--- config.mk ---
export PLATFORM = sky130hd
export DESIGN_NAME = ps2_rx_frame_flat
export DESIGN_NICKNAME = d
export VERILOG_FILES = /design/src/rtl/ps2_rx_frame_if.sv /design/src/rtl/ps2_rx_frame.sv /design/src/flat_wrapper.sv
export SDC_FILE = /design/constraint.sdc
export NUM_CORES = 1
export LEC_CHECK = 0
export BUFFER_PORTS_ARGS = -buffer_cell sky130_fd_sc_hd__buf_2
export CORE_UTILIZATION = 51
export DETAILED_ROUTE_END_ITERATION = 12
export GPL_ROUTABILITY_DRIVEN = 0
export PLACE_DENSITY = 0.73
export SLEW_MARGIN = 20
export SYNTH_ARGS = -nofsm -noshare
export SYNTH_HDL_FRONTEND = slang
export SYNTH_SLANG_ARGS = --single-unit
--- constraint.sdc ---
create_clock -name clk -period 4.45 [get_ports clk]
set_input_delay 0.2225 -clock clk [delete_from_list [all_inputs] [get_ports clk]]
set_output_delay 0.2225 -clock clk [all_outputs]
set_load 0.02 [all_outputs]
--- src/rtl/ps2_rx_frame_if.sv ---
// PS/2 receive bundle: raw device pins in, decoded scan code and status pulses out.
interface ps2_rx_frame_if;
  logic       ps2_clk;
  logic       ps2_dat;
  logic [7:0] scan_code;
  logic       scan_code_ready;
  logic       scan_code_error;

  modport master (input ps2_clk, ps2_dat, output scan_code, scan_code_ready, scan_code_error);
  modport slave  (output ps2_clk, ps2_dat, input scan_code, scan_code_ready, scan_code_error);
endinterface

--- src/rtl/ps2_rx_frame.sv ---
// PS/2 device-to-host frame receiver: sync + glitch filter on the PS/2 clock,
// 11-bit frame deserializer with odd-parity/stop check and inter-edge timeout.
module ps2_rx_frame #(
  parameter int FILTER_LEN     = 8,
  parameter int TIMEOUT_CYCLES = 50000
) (
  input  logic           clk,
  input  logic           reset,
  ps2_rx_frame_if.master bus
);
  localparam int TW = (TIMEOUT_CYCLES > 2) ? $clog2(TIMEOUT_CYCLES) : 1;
  localparam logic [TW-1:0] TO_LAST = TW'(TIMEOUT_CYCLES - 1);

  typedef enum logic [1:0] {IDLE, DATA, PARITY, STOP} state_t;

  logic                  clk_m, clk_s, dat_m, dat_s;
  logic [FILTER_LEN-1:0] hist;
  logic                  filt, filt_prev, fall;

  state_t                state;
  logic [2:0]            bit_cnt;
  logic [7:0]            shreg;
  logic                  par;
  logic [TW-1:0]         to_cnt;
  logic [7:0]            code_q;
  logic                  rdy_q, err_q;

  // Idle-high lines: everything in the front end resets to 1 so release never fakes an edge.
  always_ff @(posedge clk or negedge reset) begin
    if (!reset) begin
      clk_m     <= 1'b1;
      clk_s     <= 1'b1;
      dat_m     <= 1'b1;
      dat_s     <= 1'b1;
      hist      <= '1;
      filt      <= 1'b1;
      filt_prev <= 1'b1;
    end else begin
      clk_m     <= bus.ps2_clk;
      clk_s     <= clk_m;
      dat_m     <= bus.ps2_dat;
      dat_s     <= dat_m;
      hist      <= {hist[FILTER_LEN-2:0], clk_s};
      if (hist == '0)      filt <= 1'b0;
      else if (hist == '1) filt <= 1'b1;
      filt_prev <= filt;
    end
  end

  assign fall = filt_prev & ~filt;

  always_ff @(posedge clk or negedge reset) begin
    if (!reset) begin
      state   <= IDLE;
      bit_cnt <= '0;
      shreg   <= '0;
      par     <= 1'b0;
      to_cnt  <= '0;
      code_q  <= '0;
      rdy_q   <= 1'b0;
      err_q   <= 1'b0;
    end else begin
      rdy_q <= 1'b0;
      err_q <= 1'b0;
      if (state == IDLE || fall) to_cnt <= '0;
      else                       to_cnt <= to_cnt + 1'b1;

      case (state)
        IDLE: if (fall && !dat_s) begin
          bit_cnt <= '0;
          state   <= DATA;
        end
        DATA: if (fall) begin
          shreg   <= {dat_s, shreg[7:1]};
          bit_cnt <= bit_cnt + 3'd1;
          if (bit_cnt == 3'd7) state <= PARITY;
        end
        PARITY: if (fall) begin
          par   <= dat_s;
          state <= STOP;
        end
        STOP: if (fall) begin
          if (dat_s && (^shreg ^ par)) begin
            code_q <= shreg;
            rdy_q  <= 1'b1;
          end else begin
            err_q  <= 1'b1;
          end
          state <= IDLE;
        end
        default: state <= IDLE;
      endcase

      // A fall in the expiry cycle is serviced above instead of timing out.
      if (state != IDLE && !fall && to_cnt == TO_LAST) begin
        state <= IDLE;
        err_q <= 1'b1;
      end
    end
  end

  assign bus.scan_code       = code_q;
  assign bus.scan_code_ready = rdy_q;
  assign bus.scan_code_error = err_q;
endmodule

--- src/flat_wrapper.sv ---
// flat-port wrapper written by rule: the top's interface ports become plain ports
module ps2_rx_frame_flat 
#(
  parameter int FILTER_LEN     = 8,
  parameter int TIMEOUT_CYCLES = 50000
)
  (clk, reset, bus_ps2_clk, bus_ps2_dat, bus_scan_code, bus_scan_code_ready, bus_scan_code_error);
  ps2_rx_frame_if bus_i ();
  input  logic clk;
  input  logic reset;
  input wire logic [$bits(bus_i.ps2_clk)-1:0] bus_ps2_clk;
  input wire logic [$bits(bus_i.ps2_dat)-1:0] bus_ps2_dat;
  output wire logic [$bits(bus_i.scan_code)-1:0] bus_scan_code;
  output wire logic [$bits(bus_i.scan_code_ready)-1:0] bus_scan_code_ready;
  output wire logic [$bits(bus_i.scan_code_error)-1:0] bus_scan_code_error;
  assign bus_i.ps2_clk = bus_ps2_clk;
  assign bus_i.ps2_dat = bus_ps2_dat;
  assign bus_scan_code = bus_i.scan_code;
  assign bus_scan_code_ready = bus_i.scan_code_ready;
  assign bus_scan_code_error = bus_i.scan_code_error;
  ps2_rx_frame #(.FILTER_LEN(FILTER_LEN), .TIMEOUT_CYCLES(TIMEOUT_CYCLES)) u_core (.clk(clk), .reset(reset), .bus(bus_i));
endmodule
==> results.ini <==
[drt]
viasPerCell = 5.57
routed_wl_mm = 3.64
antenna_left = 0
drcViolationCount = 0
drt_iter0_markers = 45
wl_per_cell_um = 14.3
drt_first_pass_iters = 4
num_vias = 1414

[timing]
hold_viol_final = 0
drv_slew = 0
max_freq_ghz = 0.436
rsz0062_at_grt = no
fin_tns_setup_ns = 0
finClkSkew_ns = 0.00955
timing.final.crit_share_pct = 51.5
relSlewSlack_pct = 57.4
fin_crit_ns = 2.29
worst_pin_slew_ns = 0.639
finalSetupViolCount = 0

[logic_synthesis]
synth_compound_area_share_pct = 4.20
synthTopCellsByCount = dfrtp_1, nor2_1, mux2_2, dfstp_2, nand2_1
synth_mux_area_share_pct = 8.79
synth-edff-count = 0
ys_seq_area_share_pct = 59.7
synth_top_family_by_area = simple AND/OR/NAND/NOR gates
avgSynthCellArea_um2 = 12.7
async_flop_share_pct = 100
synth_seq_cells = 54
synth.top_cell.area_share_pct = 43.7
synth_area_um2 = 2290
synth_adder_area_share_pct = 3.82
yosysTopAreaCell = dfrtp_1
synthXorXnorAreaFrac_pct = 8.95
mappedNetlistNets = 191
synthFlopType = dfrtp_1
synth_most_common_cell = dfrtp_1
synthTopCellsByArea = dfrtp_1, dfstp_2, mux2_2
yosys.area_share.simple_pct = 13.4
ys_types = 35
synthCells = 180
ys_warn_count = 0

[hold_path]
hold_depth = 0
hp-start = u_core.dat_m
hold_class = reg -> reg
worstHoldEndpoint = u_core.dat_s

[floorplan]
start_util_pct = 53.0
die_area_um2 = 4770
die_height_um = 69.0
dieWidth_um = 69.0
core_area_um2 = 4320
boundaryPins = 14
rows = 24

[grt]
grt_max_degree = 55
antenna_found_initial = 0
overflow = 0
grt_pass1_vias = 1345
track_usage_pct = 16.3
grt_pass1_wl_mm = 6.16

[cells_and_area]
seq_area_um2 = 1370
nFillCells = 340
drive_gt1_share_pct = 28.7
fin_nets = 212
final_core_util_pct = 59.1
antenna_cells = 0
area_delta_synth_final_pct = 11.5
multi_input_area_um2 = 897

[placement]
port_buffers = 13
dp_hpwl_mm = 2.54

[power]
internal_power_mw = 0.693
power_frac_seq_pct = 56.2
combPwrFrac_pct = 11.7
power.clock.fraction_pct = 32.1
power.density_nw_per_um2 = 366
switching_share_pct = 25.9
peakVddDrop_v = 0.000287
p_leak_nw = 1.20
switching_power_mw = 0.242

[setup_path]
cp-start-kind = flip-flop
cp_max_fo = 17
worstPathArrival_ns = 2.48
path_class = reg -> reg
crit_path_end_kind = flip-flop
crit_required_ns = 4.64
r2r_end = u_core.state[0]
reg2reg_slack_ns = 2.16
rr_worst_depth = 6
rr_startpoint = u_core.state[0]

[run]
drv_cap = 0

[clock_tree]
clock_latency_ns = 0.31
cts_tree = yes
cts.clk_slew.worst_paths_ns = 0.09
cts_max_level = 2
cts_resized = 0
root_buffer = clkbuf_8
cts_buffers = 5
clockBufferDepth = 2
numClockSinks = 54

[run_status]
outcome = completed

==> cells by family (layout without fill, tap and decap cells) <==
family,after synthesis,after routing
buffers and inverters,7,29
AO/OA/AOI/OAI,15,15
XOR/XNOR,21,21
AND/OR/NAND/NOR,58,58
multiplexers,18,18
flip-flops,54,54
adder cells (fa/ha/maj),7,7
==> worst max path at each step <==
stage                         start         endpoint  slack (ns)
global placement    u_core.state[0]  u_core.state[1]        2.32
floorplan           u_core.state[0]  u_core.state[1]        2.57
detailed placement  u_core.state[0]  u_core.state[0]        2.17
CTS                 u_core.state[0]  u_core.state[0]        2.16
finish              u_core.state[0]  u_core.state[0]        2.16
global route        u_core.state[1]  u_core.state[0]        2.01
==> per-stage QoR <==
stage	worst slack, ns	cell area [um2]	hold WS [ns]	instances	power, mW
5_1_grt	2.01	2550	0.364	254	0.984
3_5_place_dp	2.17	2410	0.330	243	0.643
2_1_floorplan	2.57	2290	-0.0731	180	0.610
6_report	2.16	2550	0.361	254	0.936
4_1_cts	2.16	2540	0.167	253	0.949
3_3_place_gp	2.32	2410	0.329	243	0.629
==> sequential cells by signal, indices dropped and copies added, names as in the netlist <==
name                        cells
u_core.hist                     8
u_core.bus.scan_code_error      1
u_core.dat_m                    1
u_core.bus.scan_code            8
u_core.shreg                    8
u_core.bus.scan_code_ready      1
u_core.filt_prev                1
u_core.clk_m                    1
u_core.filt                     1
u_core.state                    2
u_core.clk_s                    1
u_core.par                      1
u_core.to_cnt                  16
u_core.dat_s                    1
u_core.bit_cnt                  3
==> worst max-delay path: stages (launching register included) <==
cell      delay [ns]
dfrtp_1         0.39
inv_1           0.09
ha_1            0.27
nand2b_1        0.45
or4_4           0.67
a21boi_1        0.20
o22ai_1         0.10
==> final cells by class <==
type	instances	area share, %
Inverter	5	0.735
Timing Repair Buffer	16	3.82
Tap cell	52	2.55
Sequential cell	54	53.6
Multi-Input combinational cell	119	35.1
Clock buffer	6	3.67
Clock inverter	2	0.539
==> power by group through the flow <==
stage          clock [mW]  sequential [mW]  combinational [mW]
2_1_floorplan           0            0.531              0.0791
4_1_cts             0.314            0.526               0.109
3_5_place_dp            0            0.535               0.108
3_3_place_gp            0            0.532              0.0968
5_1_grt             0.328            0.528               0.127
6_report            0.301            0.526               0.109
==> per-layer routing <==
layer	track usage, %	wire, um
met1	22.4	1720
met2	24.7	1700
met3	4.24	157
met4	6.80	63
met5	0	0
==> what timing repair did <==
| action | CTS | global route |
|---|---|---|
| endpoints found under the hold margin | 2 | 39 |
| hold buffers | 2 | 1 |
| buffers inserted | 0 | 0 |
==> cells in the final DEF (no fill, tap or decap), types with 4 or more instances in the layout <==
| cell | n |
|---|---|
| inv_1 | 5 |
| o21ai_0 | 4 |
| xor2_1 | 9 |
| clkbuf_8 | 5 |
| buf_2 | 12 |
| dfrtp_1 | 40 |
| xnor2_1 | 10 |
| nor2_1 | 21 |
| mux2_2 | 17 |
| ha_1 | 7 |
| a21oi_1 | 4 |
| nand3_1 | 5 |
| dfstp_2 | 14 |
| nand2_1 | 12 |
Note: power is estimated with default switching activity, not from simulation.
